--- src/rtl/decoder_nx2n_seq_if.sv ---
// decoder_nx2n_seq_if: control and result bundle of the registered N-to-2^N decoder.
// The master side drives enable, mode and the select handshake; the slave side
// (the decoder) returns the handshake ready, the decoded word and scan status.
interface decoder_nx2n_seq_if #(
    parameter int SEL_W = 2
);
    localparam int OUT_W = 2 ** SEL_W;

    logic             en;
    logic             mode;
    logic [SEL_W-1:0] sel_in;
    logic             sel_valid;
    logic             sel_ready;
    logic [OUT_W-1:0] y_out;
    logic             scan_wrap;
    logic             busy;

    modport master (
        output en, mode, sel_in, sel_valid,
        input  sel_ready, y_out, scan_wrap, busy
    );

    modport slave (
        input  en, mode, sel_in, sel_valid,
        output sel_ready, y_out, scan_wrap, busy
    );
endinterface

--- src/rtl/decoder_nx2n_seq.sv ---
// decoder_nx2n_seq: registered N-to-2^N one-hot decoder with a direct mode
// (handshaked select codes) and a scan mode (one-hot walk, HOLD_CYC cycles per
// position). y_out and scan_wrap come straight from flops; sel_ready and busy
// are decoded from the state register only.
// Optional build macro DEC_ACTIVE_LOW_OUT_EN: y_out becomes one-cold (all-ones
// when off) with identical timing.
module decoder_nx2n_seq #(
    parameter int SEL_W    = 2,
    parameter int HOLD_CYC = 4
) (
    input  logic               clk,
    input  logic               rst_n,
    decoder_nx2n_seq_if.slave  bus
);
    localparam int OUT_W = 2 ** SEL_W;
    localparam int DW_W  = (HOLD_CYC > 1) ? $clog2(HOLD_CYC) : 1;
    localparam logic [DW_W-1:0]  DWELL_LAST = DW_W'(HOLD_CYC - 1);
    localparam logic [SEL_W-1:0] POS_LAST   = {SEL_W{1'b1}};

    typedef enum logic [1:0] {
        ST_IDLE   = 2'd0,
        ST_DIRECT = 2'd1,
        ST_SCAN   = 2'd2
    } state_t;

    // One-hot word with bit p set.
    function automatic logic [OUT_W-1:0] hot(input logic [SEL_W-1:0] p);
        hot = OUT_W'(1) << p;
    endfunction

    // Apply the output polarity at the register input.
    function automatic logic [OUT_W-1:0] y_encode(input logic [OUT_W-1:0] v);
`ifdef DEC_ACTIVE_LOW_OUT_EN
        y_encode = ~v;
`else
        y_encode = v;
`endif
    endfunction

    localparam logic [OUT_W-1:0] Y_OFF = y_encode({OUT_W{1'b0}});

    state_t            state_q, state_d;
    logic [OUT_W-1:0]  y_q, y_d;
    logic              wrap_q, wrap_d;
    logic [DW_W-1:0]   dwell_q, dwell_d;
    logic [SEL_W-1:0]  pos_q, pos_d;
    logic [SEL_W-1:0]  pos_nxt_s;
    logic              sel_ready_s;
    logic              xfer_s;

    assign sel_ready_s   = (state_q == ST_DIRECT);
    assign xfer_s        = bus.sel_valid && sel_ready_s;
    assign pos_nxt_s     = pos_q + SEL_W'(1);

    assign bus.sel_ready = sel_ready_s;
    assign bus.busy      = (state_q == ST_SCAN);
    assign bus.y_out     = y_q;
    assign bus.scan_wrap = wrap_q;

    // State register.
    always_ff @(posedge clk or negedge rst_n) begin
        if (!rst_n) begin
            state_q <= ST_IDLE;
        end else begin
            state_q <= state_d;
        end
    end

    // Next-state selection; a low enable overrides everything.
    always_comb begin
        state_d = state_q;
        if (!bus.en) begin
            state_d = ST_IDLE;
        end else begin
            case (state_q)
                ST_IDLE:   state_d = bus.mode ? ST_SCAN : ST_DIRECT;
                ST_DIRECT: state_d = bus.mode ? ST_SCAN : ST_DIRECT;
                ST_SCAN:   state_d = bus.mode ? ST_SCAN : ST_DIRECT;
                default:   state_d = ST_IDLE;
            endcase
        end
    end

    // Output/datapath next values: decode word, wrap pulse, dwell and position.
    always_comb begin
        y_d     = y_q;
        wrap_d  = 1'b0;
        dwell_d = dwell_q;
        pos_d   = pos_q;
        if (!bus.en) begin
            y_d     = Y_OFF;
            dwell_d = {DW_W{1'b0}};
            pos_d   = {SEL_W{1'b0}};
        end else begin
            case (state_q)
                ST_IDLE: begin
                    if (bus.mode) begin
                        y_d     = y_encode(hot({SEL_W{1'b0}}));
                        dwell_d = {DW_W{1'b0}};
                        pos_d   = {SEL_W{1'b0}};
                    end else begin
                        y_d     = Y_OFF;
                    end
                end
                ST_DIRECT: begin
                    // A scan request wins over a same-cycle transfer.
                    if (bus.mode) begin
                        y_d     = y_encode(hot({SEL_W{1'b0}}));
                        dwell_d = {DW_W{1'b0}};
                        pos_d   = {SEL_W{1'b0}};
                    end else if (xfer_s) begin
                        y_d     = y_encode(hot(bus.sel_in));
                    end else begin
                        y_d     = y_q;
                    end
                end
                ST_SCAN: begin
                    if (!bus.mode) begin
                        // Leave scan: the last scan word stays on y_out.
                        dwell_d = {DW_W{1'b0}};
                        pos_d   = {SEL_W{1'b0}};
                    end else if (dwell_q == DWELL_LAST) begin
                        dwell_d = {DW_W{1'b0}};
                        pos_d   = pos_nxt_s;
                        y_d     = y_encode(hot(pos_nxt_s));
                        wrap_d  = (pos_q == POS_LAST);
                    end else begin
                        dwell_d = dwell_q + DW_W'(1);
                    end
                end
                default: begin
                    y_d     = Y_OFF;
                    dwell_d = {DW_W{1'b0}};
                    pos_d   = {SEL_W{1'b0}};
                end
            endcase
        end
    end

    // Datapath registers: output word, wrap pulse, dwell counter, scan position.
    always_ff @(posedge clk or negedge rst_n) begin
        if (!rst_n) begin
            y_q     <= Y_OFF;
            wrap_q  <= 1'b0;
            dwell_q <= {DW_W{1'b0}};
            pos_q   <= {SEL_W{1'b0}};
        end else begin
            y_q     <= y_d;
            wrap_q  <= wrap_d;
            dwell_q <= dwell_d;
            pos_q   <= pos_d;
        end
    end
endmodule

--- src/flat_wrapper.sv ---
// flat-port wrapper written by rule: the top's interface ports become plain ports
module decoder_nx2n_seq_flat 
#(
    parameter int SEL_W    = 2,
    parameter int HOLD_CYC = 4
)
  (clk, rst_n, bus_en, bus_mode, bus_sel_in, bus_sel_valid, bus_sel_ready, bus_y_out, bus_scan_wrap, bus_busy);
  decoder_nx2n_seq_if #(.SEL_W(SEL_W)) bus_i ();
  input  logic clk;
  input  logic rst_n;
  input wire logic [$bits(bus_i.en)-1:0] bus_en;
  input wire logic [$bits(bus_i.mode)-1:0] bus_mode;
  input wire logic [$bits(bus_i.sel_in)-1:0] bus_sel_in;
  input wire logic [$bits(bus_i.sel_valid)-1:0] bus_sel_valid;
  output wire logic [$bits(bus_i.sel_ready)-1:0] bus_sel_ready;
  output wire logic [$bits(bus_i.y_out)-1:0] bus_y_out;
  output wire logic [$bits(bus_i.scan_wrap)-1:0] bus_scan_wrap;
  output wire logic [$bits(bus_i.busy)-1:0] bus_busy;
  assign bus_i.en = bus_en;
  assign bus_i.mode = bus_mode;
  assign bus_i.sel_in = bus_sel_in;
  assign bus_i.sel_valid = bus_sel_valid;
  assign bus_sel_ready = bus_i.sel_ready;
  assign bus_y_out = bus_i.y_out;
  assign bus_scan_wrap = bus_i.scan_wrap;
  assign bus_busy = bus_i.busy;
  decoder_nx2n_seq #(.SEL_W(SEL_W), .HOLD_CYC(HOLD_CYC)) u_core (.clk(clk), .rst_n(rst_n), .bus(bus_i));
endmodule
--- config.mk ---
export PLATFORM = sky130hd
export DESIGN_NAME = decoder_nx2n_seq_flat
export DESIGN_NICKNAME = d
export VERILOG_FILES = /design/src/rtl/decoder_nx2n_seq_if.sv /design/src/rtl/decoder_nx2n_seq.sv /design/src/flat_wrapper.sv
export SDC_FILE = /design/constraint.sdc
export NUM_CORES = 1
export LEC_CHECK = 0
export CAP_MARGIN = 30
export CELL_PAD_IN_SITES_DETAIL_PLACEMENT = 0
export CELL_PAD_IN_SITES_GLOBAL_PLACEMENT = 1
export CORE_MARGIN = 5
export CORE_UTILIZATION = 38
export CTS_CLUSTER_SIZE = 10
export DETAILED_ROUTE_END_ITERATION = 8
export GPL_ROUTABILITY_DRIVEN = 0
export PLACE_DENSITY = 0.82
export SLEW_MARGIN = 30
export SYNTH_ARGS = -nofsm -noshare
export SYNTH_HDL_FRONTEND = slang
export SYNTH_SLANG_ARGS = --single-unit
--- constraint.sdc ---
create_clock -name clk -period 1.7 [get_ports clk]
set_input_delay 0.34 -clock clk [delete_from_list [all_inputs] [get_ports clk]]
set_output_delay 0.34 -clock clk [all_outputs]
set_load 0.005 [all_outputs]
== Yosys cells after proc, flatten, opt, wreduce, memory -nomap -nowiden ==
Index checks and enable logic that the tools add are counted.

* Register bits after elaboration: 11
* Input port bits: 7
* Output and inout bits: 7
* Logic and storage cells: 47

* $add $sub $neg: 2
* Equality and inequality tests: 9
* Shift operators: 2
* Muxes and demuxes: 23
* Reductions and logical operators: 6

{| class="wikitable"
|+ Operators by type and width
! cell !! count
|-
| 2-bit two-way mux || 10
|-
| 4-bit two-way mux || 5
|-
| 4-bit case mux with 3 select lines || 1
|-
| 2-bit case mux with 2 select lines || 2
|-
| 1-bit by 2-bit << shifter with 4-bit output (first input constant) || 2
|-
| 2-bit == test (second input constant) || 3
|-
| 3-bit by 2-bit inequality test with 1-bit output (second input constant) || 2
|-
| 1-bit two-way mux || 5
|-
| 2-bit by 1-bit adder with 2-bit output (second input constant) || 2
|-
| 4-bit by 3-bit inequality test with 1-bit output (second input constant) || 1
|-
| 4-bit inequality test (second input constant) || 1
|-
| 3-bit inequality test (second input constant) || 1
|-
| 3-bit AND reduction || 1
|-
| 3-bit OR reduction || 1
|-
| 2-bit by 1-bit == test with 1-bit output (second input constant) || 1
|-
| 2-bit zero test || 1
|-
| 2-bit AND reduction || 1
|-
| 2-bit OR reduction || 1
|-
| 1-bit logical AND || 1
|}

== Longest topological paths before layout ==
Gate-level depths: netlist of the first run.

* Depth in word-level cells: 6
* Mapped depth: 5
* Gate-level depth less buffers: 5

== Worst setup path after synthesis of the first run ==
Ideal clock, no wire load.

* Path kind: register to register
* From: reg u_core.state_q[1]
* To: reg u_core.y_q[1], in the netlist u_core.bus.y_out[1]
* Setup time: 0.125 ns
* Arrival: 1.285 ns
* Required time: 1.575 ns
* Setup slack: 0.290 ns
* Stages on the path, launching flop included: 6
* Buffers on the path: 1
* Clock period less this slack: 1.410 ns
* Cell sequence: dfrtp_1 > buf_6 > and2b_2 > a21oi_2 > nand2b_4 > mux2_4

* Elaborated cells on any way between the ends: 10
* Those cells by class: eq/ne: 5; mux: 2; reduce/logical: 3

{| class="wikitable"
|+ RTL lines
! item !! RTL line !! source
|-
| start, declared || decoder_nx2n_seq.sv:42 || <nowiki>state_t state_q, state_d;</nowiki>
|-
| start signal, assigned || decoder_nx2n_seq.sv:65 || <nowiki>state_q <= state_d;</nowiki>
|-
| 2-bit == test * || n/a ||
|-
| via bus_busy || flat_wrapper.sv:18 || <nowiki>output wire logic [$bits(bus_i.busy)-1:0] bus_busy;</nowiki>
|-
| 3-bit by 2-bit inequality test with 1-bit output (no source line), or another cell as far along || n/a ||
|-
| 3-bit AND reduction (no source line) / 4-bit two-way mux (equally long branches) || n/a ||
|-
| end signal, assigned || decoder_nx2n_seq.sv:148 || <nowiki>y_q <= y_d;</nowiki>
|-
| end, declared || decoder_nx2n_seq.sv:43 || <nowiki>logic [OUT_W-1:0] y_q, y_d;</nowiki>
|}

Mark *: on every way through the listed nets, which the timed path passes. The rest lies on a longest branch.
A chain may end at the register's enable or synchronous reset.

== Worst setup path in the final report of the first run ==
* From: reg u_core.state_q[1]
* To: out bus_busy

* Longest elaborated chain between the ends: 1

{| class="wikitable"
|+ RTL lines
! item !! RTL line !! source
|-
| 2-bit == test || decoder_nx2n_seq.sv:56 || <nowiki>assign bus.busy = (state_q == ST_SCAN);</nowiki>
|-
| end, declared || flat_wrapper.sv:18 ||
|}

Every way passes these cells.

==> flow_summary.yaml, run 1 <==
clocking:
  cts_tree: "yes"
  cts.clk_slew.worst_paths_ns: 0.07
  cts-buffers-inserted: 3
  clkLatencyLatePin_ns: 0.27
  clock_sinks: 11
  cts_root_buf: "clkbuf_4"
  clockBufferDepth: 2
  htreeDepth: 1
worst_setup_path:
  crit_required_ns: 1.36
  reg2reg_depth: 5
  endpoint: "bus_busy"
  rrSetupSlack_ns: 0.20
  r2r-start: "u_core.state_q[1]"
  r2r-end: "u_core.bus.y_out[1]"
  cp-startpoint: "u_core.state_q[1]"
  critPathLaunchType: "flop"
  cp_max_fo: 3
  worstSetupPathType: "flop to output pin"
  arrival_ns: 1.28
  worstSetupEndpointType: "output pin"
power:
  power.density_nw_per_um2: 593.5
  p_leak_nw: 0.4593
  vdd_drop_max_mv: 0.3704
global_route:
  grt_usage: 0.1220
  antenna_found_initial: 0
  overflow: 0
  grt_max_degree: 12
  first_global_vias: 515
  grt_pass1_wl_um: 2352
detailed_routing:
  vias: 519
  ant_nets: 0
  viasPerCell: 4.806
  wire_per_inst_um: 12.55
  drc: 0
  drtIter0Drc: 1
  drt_wl_total_um: 1355
  dr.pass1.iters: 3
cells_and_area:
  antenna_cells: 0
  drive_gt1_frac: 0.2892
  layout_common_cells: "11 x clkdlybuf4s50_1, 11 x dfrtp_1, 9 x buf_4, 6 x nand2_1, 6 x ha_1"
  final_cells: 108
  design_area_um2: 917.1
  syn2layout_area_growth_pct: 35.24
  nNetsFinal: 97
  fillers: 152
sta:
  fin_crit_ns: 1.617
  setup_viol: 0
  tightestPinTransition_ns: 0.5002
  tns_ns: 0
  hold_viol: 0
  period_share: 0.9512
  fmax_mhz: 618.4
  fin_worst_skew_ns: 0.005180
  relSlewSlack: 0.6655
  whs_ns: 0.4011
  drv_slew: 0
  rsz0062_at_grt: "no"
  setup_ws_ns: 0.08289
placed_design:
  dp_cells: 101
  placed_area_um2: 865.8
  hpwlAfterDp_um: 1055
  io_buffer_count: 13
  post-place-ws_ns: -0.1591
floorplan:
  ios: 14
  die_h_um: 52.25
  die_w_um: 52.25
  core_area_um2: 1708
  start_util: 0.3971
  die-area_um2: 2730
  rows: 15
synth:
  ys_types: 26
  syn_avg_cell_area_um2: 11.49
  yosysWarnings: 0
  syn_inst: 59
  synthesis.nets: 72
  ys_seq_area_frac: 0.4059
  synth-seq-cells: 11
  syn-cell-area_um2: 678.2
flow_run:
  cap_violations: 0
worst_hold_path:
  min_path_type: "input port to async pin"
status:
  status: "finished, final reports clean"
==> worst max-delay path: stages, from the launching register on <==
cell,delay (ns)
dfrtp_1,0.38
buf_4,0.15
and2b_2,0.21
dlygate4sd2_1,0.26
==> state kept, by name, indices dropped and copies added, names as in the netlist <==
register,flops
u_core.bus.y_out,4
u_core.bus.scan_wrap,1
u_core.state_q,2
u_core.dwell_q,2
u_core.pos_q,2
==> cell usage after synthesis, drive strengths merged <==
cell	number	area [µm²]
nand2b	1	13.76
o21ai	4	20.02
nand4b	1	8.760
a32o	2	20.02
mux2i	1	10.01
a22o	1	8.760
mux2	4	56.30
nor4b	1	23.77
ha	6	75.07
and3	2	12.51
dfrtp	11	275.3
nand2	6	22.52
a2bb2oi	1	8.760
and2b	2	17.52
and3b	1	10.01
and2	1	6.260
nor3b	1	7.510
inv	3	11.26
a21oi	3	18.77
nor2	3	11.26
and4bb	1	12.51
buf	2	18.77
o2bb2ai	1	8.760
==> logic make-up (layout without fill, tap and decap cells) <==
| family | after synthesis | in the layout | share of synthesized area |
|---|---|---|---|
| flops | 11 | 11 | 0.4059 |
| simple gates | 20 | 20 | 0.2159 |
| fa+ha+maj | 6 | 6 | 0.1107 |
| compound gates | 12 | 12 | 0.1255 |
| mux | 5 | 5 | 0.09778 |
| buf+inv | 5 | 29 | 0.04428 |
==> worst min path at each step <==
stage / depth (start not counted) / start / slack (ns) / end
2_1_floorplan: 0 / rst_n / 0.04 / u_core.bus.scan_wrap
3_3_place_gp: 1 / u_core.dwell_q[1] / 0.49 / u_core.dwell_q[1]
3_5_place_dp: 1 / u_core.bus.y_out[3] / 0.50 / u_core.bus.y_out[3]
4_1_cts: 1 / rst_n / 0.42 / u_core.dwell_q[1]
5_1_grt: 1 / rst_n / 0.44 / u_core.state_q[1]
6_report: 1 / rst_n / 0.40 / u_core.pos_q[1]
==> stage by stage <==
| stage | total power, W | util |
|---|---|---|
| detailed placement | 0.0003687 | 0.5070 |
| global placement | 0.0003667 | 0.5070 |
| floorplan | 0.0003183 | - |
| CTS | 0.0005520 | 0.5355 |
| finish | 0.0005443 | 0.5370 |
| global route | 0.0005741 | 0.5370 |
==> timing repair <==
action | 4_1_cts | 5_1_grt
hold buffers | 0 | 0
gates resized for setup | 1 | 1
endpoints found under the hold margin | 0 | 0
buffers inserted | 3 | 0
endpoints found under the setup margin | 2 | 1
==> layout make-up <==
type,count,area (µm²),area share
Multi-Input combinational cell,43,372.9,0.4065
Sequential cell,11,275.3,0.3001
Timing Repair Buffer,22,198.9,0.2169
Tap cell,25,31.28,0.03411
Clock buffer,3,22.52,0.02456
Inverter,3,11.26,0.01228
Clock inverter,1,5.005,0.005457
==> where the power goes <==
part / leakage (nW) / switching (W) / internal, W
logic: 0.292 / 0.0000383 / 0.0000559
clock network: 0.0177 / 0.0000900 / 0.0000871
registers: 0.150 / 0.00000451 / 0.000269
==> per-layer routing <==
metal / vias to the layer above / wire (µm) / GRT usage
li1: 258 / - / -
met1: 248 / 582 / 0.1396
met2: 11 / 671 / 0.2029
met3: 2 / 91 / 0.05413
met4: 0 / 10 / 0.03830
met5: - / 0 / 0
(Power assumes the default switching activity.)
==> run 2: changes to the inputs <==
--- a/config.mk
+++ b/config.mk
@@ -18,3 +18,4 @@
 export SYNTH_ARGS = -nofsm -noshare
 export SYNTH_HDL_FRONTEND = slang
 export SYNTH_SLANG_ARGS = --single-unit
+export TNS_END_PERCENT = 1
==> run 2 against run 1 <==
Via count shrank 2.5%. Count of clock-buffer cells in the layout is the same. Non-clock buffer count shrank 1. Cell count shrank 0.93%. Fmax grew 2.3%. Combinational power shrank 3.9%. Critical path type is now input port to flop. Final area shrank 1.2%. Sequential share of layout area grew 0.37 points. Clock skew is essentially flat. Sequential cell count is the same. Register-to-register slack gained 0.03 ns. Hold slack is essentially flat.
==> flow_summary.yaml, run 2 (same netlist as run 1, synthesis figures left out) <==
cells_and_area:
  seq_area_um2: 275.3
  fillers: 154
  multi_input_area_um2: 372.9
  antenna_cells: 0
  largest_register_ffs: 4
  nNetsFinal: 96
  final_cells: 107
  design_area_um2: 905.9
  syn2layout_area_growth_pct: 33.58
  drive_gt1_frac: 0.2805
  layout_common_cells: "11 x clkdlybuf4s50_1, 11 x dfrtp_1, 8 x buf_4, 6 x nand2_1, 6 x ha_1"
worst_setup_path:
  worstSetupPathType: "input port to flop"
  cp_max_fo: 5
  rrSetupSlack_ns: 0.23
  worstSetupEndpointType: "flop"
  critPathLaunchType: "input port"
  crit_required_ns: 1.85
  arrival_ns: 1.73
sta:
  fin_crit_ns: 1.582
  relSlewSlack: 0.6653
  fin_worst_skew_ns: 0.005535
  setup_viol: 0
  tightestPinTransition_ns: 0.5005
  period_share: 0.9303
  hold_viol: 0
  fmax_mhz: 632.3
  drv_slew: 0
  rsz0062_at_grt: "no"
placed_design:
  io_buffer_count: 13
  dp_cells: 101
  hpwlAfterDp_um: 1055
  placed_area_um2: 865.8
flow_run:
  cap_violations: 0
global_route:
  antenna_found_initial: 0
  grt_pass1_wl_um: 2304
  grt_usage: 0.1196
  overflow: 0
  grt_max_degree: 12
  first_global_vias: 517
clocking:
  clkLatencyLatePin_ns: 0.27
  cts_root_buf: "clkbuf_4"
  cts_tree: "yes"
  hold_buffers: 0
  htreeDepth: 1
  clockBufferDepth: 2
  clock_sinks: 11
  cts-buffers-inserted: 3
  cts.clk_slew.worst_paths_ns: 0.07
floorplan:
  die_h_um: 52.25
  ios: 14
  die-area_um2: 2730
  core_area_um2: 1708
  rows: 15
  die_w_um: 52.25
  start_util: 0.3971
detailed_routing:
  dr.pass1.iters: 3
  viasPerCell: 4.729
  drtIter0Drc: 1
  drt_wl_total_um: 1342
  wire_per_inst_um: 12.54
  drc: 0
  vias: 506
  ant_nets: 0
power:
  clockPowerShare: 0.326
  pwr-share-seq: 0.506
  power.density_nw_per_um2: 597.4
  combPwrFrac: 0.167
  p_leak_nw: 0.4424
  vdd_drop_max_mv: 0.3701
  p_sw_w: 0.0001318
  p_int_w: 0.0004094
  p_sw_frac: 0.2436
status:
  status: "finished, final reports clean"
worst_hold_path:
  min_path_type: "input port to async pin"
==> run 2: metrics by stage <==
stage	TNS, ns	hold WS (ns)	setup WS (ns)	util	total power [W]
after CTS	0	0.4199	0.1216	0.5304	0.0005491
after global routing	0	0.4377	0.08904	0.5304	0.0005712
after detailed placement	-0.4216	0.5033	-0.1591	0.5070	0.0003687
after floorplan	0	0.04441	0.2902	-	0.0003183
final	0	0.4015	0.1185	0.5304	0.0005412
after global placement	-0.3539	0.4890	-0.1356	0.5070	0.0003667
==> run 2: worst paths after layout <==
| path | from | to | depth (start not counted) |
|---|---|---|---|
| worst max-delay path | bus_mode | u_core.bus.y_out[1] | 4 |
| worst min-delay path | rst_n | u_core.pos_q[1] | 1 |
| worst max register to register | u_core.dwell_q[1] | u_core.bus.y_out[1] | 5 |
| worst min register to register | u_core.bus.y_out[1] | u_core.bus.y_out[1] | 1 |
| max in group asynchronous | rst_n | u_core.bus.y_out[1] | 1 |
| min in group clk | u_core.bus.y_out[1] | u_core.bus.y_out[1] | 1 |
==> run 2: repair_timing <==
item                                    in CTS  in global routing
endpoints found under the setup margin       2                  0
buffers inserted                             2                  0
resized for setup                            2                  0
==> run 2: critical path: stages <==
cell	delay, ns
clkdlybuf4s50_1	0.58
and4bb_2	0.30
a32o_1	0.26
mux2_4	0.25
==> run 2: final cells by class <==
| type | instances | area share |
|---|---|---|
| tap | 25 | 0.03453 |
| multi-input combinational | 43 | 0.4116 |
| clock buffer | 3 | 0.02486 |
| sequential | 11 | 0.3039 |
| timing repair buffer | 21 | 0.2072 |
| clock inverter | 1 | 0.005525 |
| inverter | 3 | 0.01243 |
==> run 2: power by group through the flow <==
stage / sequential (W) / clock, W / combinational [W]
floorplan: 0.000278 / 0 / 0.0000400
global placement: 0.000280 / 0 / 0.0000866
detailed placement: 0.000280 / 0 / 0.0000885
CTS: 0.000274 / 0.000183 / 0.0000917
global route: 0.000275 / 0.000198 / 0.0000983
finish: 0.000274 / 0.000177 / 0.0000905
==> run 2: routing by layer <==
layer | global-route usage | up-vias | part of all wire
li1 | - | 255 | -
met1 | 0.1343 | 238 | 0.44
met2 | 0.2008 | 11 | 0.49
met3 | 0.05413 | 2 | 0.068
met4 | 0.03830 | 0 | 0.0075
met5 | 0 | - | 0
==> run 3: changes to the inputs <==
--- a/config.mk
+++ b/config.mk
@@ -14,7 +14,6 @@
 export DETAILED_ROUTE_END_ITERATION = 8
 export GPL_ROUTABILITY_DRIVEN = 0
 export PLACE_DENSITY = 0.82
-export SLEW_MARGIN = 30
 export SYNTH_ARGS = -nofsm -noshare
 export SYNTH_HDL_FRONTEND = slang
 export SYNTH_SLANG_ARGS = --single-unit
==> results of run 3 <==
The final DEF is identical to that of run 2; final timing and power are the same.
==> edit: new RTL, settings of run 3 <==
`SEL_W` is set to 2 in 3 places; all go to 3.
--- a/src/rtl/decoder_nx2n_seq_if.sv
+++ b/src/rtl/decoder_nx2n_seq_if.sv
@@ -2,7 +2,7 @@
 // The master side drives enable, mode and the select handshake; the slave side
 // (the decoder) returns the handshake ready, the decoded word and scan status.
 interface decoder_nx2n_seq_if #(
-    parameter int SEL_W = 2
+    parameter int SEL_W = 3
 );
     localparam int OUT_W = 2 ** SEL_W;
 
--- a/src/rtl/decoder_nx2n_seq.sv
+++ b/src/rtl/decoder_nx2n_seq.sv
@@ -5,7 +5,7 @@
 // Optional build macro DEC_ACTIVE_LOW_OUT_EN: y_out becomes one-cold (all-ones
 // when off) with identical timing.
 module decoder_nx2n_seq #(
-    parameter int SEL_W    = 2,
+    parameter int SEL_W    = 3,
     parameter int HOLD_CYC = 4
 ) (
     input  logic               clk,
--- a/src/flat_wrapper.sv
+++ b/src/flat_wrapper.sv
@@ -1,7 +1,7 @@
 // flat-port wrapper written by rule: the top's interface ports become plain ports
 module decoder_nx2n_seq_flat 
 #(
-    parameter int SEL_W    = 2,
+    parameter int SEL_W    = 3,
     parameter int HOLD_CYC = 4
 )
   (clk, rst_n, bus_en, bus_mode, bus_sel_in, bus_sel_valid, bus_sel_ready, bus_y_out, bus_scan_wrap, bus_busy);
Ports: changed (resized bus_sel_in and bus_y_out); port bits go from 14 to 19. No check against the original RTL was run, so the function may have changed too.
==> edit against run 3 <==
- register-to-register slack lost 0.17 ns
- worst setup slack lost 0.058 ns
- count of clock-buffer cells in the layout grew 1
- area after synthesis grew 53%
- combinational power grew 64%
- wire length grew 75%
- synthesized cell count grew 66%
- total power grew 47%
- cell area grew 52%
- cell count grew 51%
- die area grew 42%
- sequential cell count grew 5
==> edit: results (changes against run 3) <==
{
  "largest_register_ff_count": {"value": 8, "change": "+4"},
  "largest_net_degree_at_the_start_of_global_routing": {"value": 17, "change": "+5"},
  "worst_r2r_startpoint": "u_core.pos_q[1]",
  "drt-wirelength-per-cell": {"value": 14.5, "unit": "um", "change": "+16%"},
  "detailedPlacementHpwl": {"value": 1.86, "unit": "mm", "change": "+77%"},
  "final_net_count": {"value": 148, "change": "+54%"},
  "timing_worst_slew_pin_value": {"value": 0.364, "unit": "ns", "change": "-0.137 ns"},
  "clock_tree.buffer_depth": {"value": 2, "change": "unchanged"},
  "groute.usage.overall": {"value": 12.5, "unit": "%", "change": "+0.51 points"},
  "numPortBuffers": {"value": 18, "change": "+5"},
  "clk-insertion-delay-late_ns": 0.28,
  "leading_post_synthesis_cells_by_cell_area": "dfrtp_1 (39%), ha_1 (9.7%), mux2_4 (7.2%), nand2_1 (3.3%), inv_1 (2.5%)",
  "clkSlewWorstSetupHoldPaths": {"value": 0.10, "unit": "ns", "change": "+0.03 ns"},
  "max_stage_delay": {"value": 0.41, "unit": "ns", "change": "-0.17 ns"},
  "crit_path_dat": {"value": 1.87, "unit": "ns", "change": "+0.14 ns"},
  "avgViaCountPerCell": {"value": 5.28, "change": "+12%"},
  "drt-initial-drc-count": {"value": 32, "change": "+31"},
  "grt_pass1_vias": {"value": 882, "change": "+71%"},
  "seq_area_frac_synth": {"value": 38.6, "unit": "%", "change": "-2.0 points"},
  "dominant_register_cell_in_the_synthesized_netlist": "dfrtp_1",
  "n_fill_cell": {"value": 252, "change": "+64%"},
  "outcome": "finished clean",
  "critPathSlowestCell": "dfrtp_1",
  "vdd.ir_drop.worst": {"value": 0.394, "unit": "mV", "change": "+6.5%"},
  "drt_pre_antenna_iters": {"value": 4, "change": "+1"},
  "reg_to_reg_endpoint": "u_core.bus.y_out[2]",
  "total_leakage_power": {"value": 0.632, "unit": "nW", "change": "+43%"},
  "drive_gt1_share": {"value": 24.4, "unit": "%", "change": "-3.6 points"},
  "timing.critical_path.max_delay_family": "adder cells",
  "critPathMaxFanout": {"value": 3, "change": "-2"},
  "timing.clock.skew": {"value": 0.00301, "unit": "ns", "change": "-0.00253 ns"},
  "netlist-cell-type-count": {"value": 35, "change": "+35%"},
  "dp_worst_setup_slack": {"value": -0.143, "unit": "ns", "change": "+0.0157 ns"},
  "grt_pass1_wl": {"value": 3.93, "unit": "mm", "change": "+71%"}
}
-- edit: changes by cell type in the layout (fill, tap and decap cells not counted), sizes merged, moves of 3 or more --
cell / change
nand3: +3
o22ai: +3
buf: +7
clkdlybuf4s50: +5
dfrtp: +5
nand2b: +3
inv: +5
o41ai: +3
nand4: +4
nand2: +4
-- edit: cell type report --
class | count | share of cell area, %
Clock buffer | 4 | 2.63
Inverter | 8 | 2.72
Multi-Input combinational cell | 70 | 41.7
Sequential cell | 16 | 29.1
Tap cell | 31 | 2.81
Timing Repair Buffer | 33 | 21.0
-- edit: repair_timing --
action	CTS	global route
hold buffers	0	0
resized for setup	5	0
setup buffers	1	1
setup endpoints to repair	2	1
-- edit: worst max path at each step --
stage | from | endpoint | slack (ns) | depth (start not counted)
after CTS | u_core.pos_q[1] | u_core.bus.y_out[2] | 0.03 | 5
after global routing | u_core.pos_q[1] | u_core.bus.y_out[2] | 0.008 | 5
after floorplan | u_core.pos_q[0] | u_core.bus.y_out[2] | 0.19 | 5
final | u_core.pos_q[1] | u_core.bus.y_out[2] | 0.06 | 5
after global placement | bus_mode | u_core.bus.y_out[5] | -0.11 | 5
after detailed placement | bus_mode | u_core.bus.y_out[5] | -0.14 | 5
-- edit: kinds of logic after synthesis --
family / share of synthesized area, %
buffers and inverters: 5.91
AO/OA/AOI/OAI: 14.5
AND/OR/NAND/NOR: 21.1
adder cells (fa/ha/maj): 9.65
flip-flops: 38.6
multiplexers: 10.3
-- edit: per-stage QoR --
step                std cells  area, um2  TNS, ns  hold WS (ns)
global placement          156       1330   -0.456         0.504
detailed placement        156       1330   -0.598         0.503
finish                    162       1380        0         0.371
CTS                       161       1370        0         0.372
floorplan                  98       1040        0        0.0444
global route              162       1380        0         0.387
-- edit: metal layers --
layer	track usage [%]	wire [um]	part of all wire (%)	vias to the layer above
li1	-	-	-	420
met3	2.34	102	4.3	6
met1	15.2	1050	45	409
met4	6.78	39	1.7	0
met5	0	0	0	-
met2	20.5	1160	49	20
-- edit: power by group --
part | switching, mW | internal (mW) | total, mW
clock | 0.123 | 0.130 | 0.253
combinational | 0.0717 | 0.0761 | 0.148
sequential | 0.00736 | 0.388 | 0.396
total | 0.202 | 0.595 | 0.797
-- edit: worst register-to-register path, delay by kind of cell, from the launching register on --
family,cells,cell delay (ns)
adders and majority gates,2,0.53
muxes,1,0.18
AOI/OAI and AO/OA,1,0.20
DFF,1,0.41
and+or+nand+nor,1,0.26
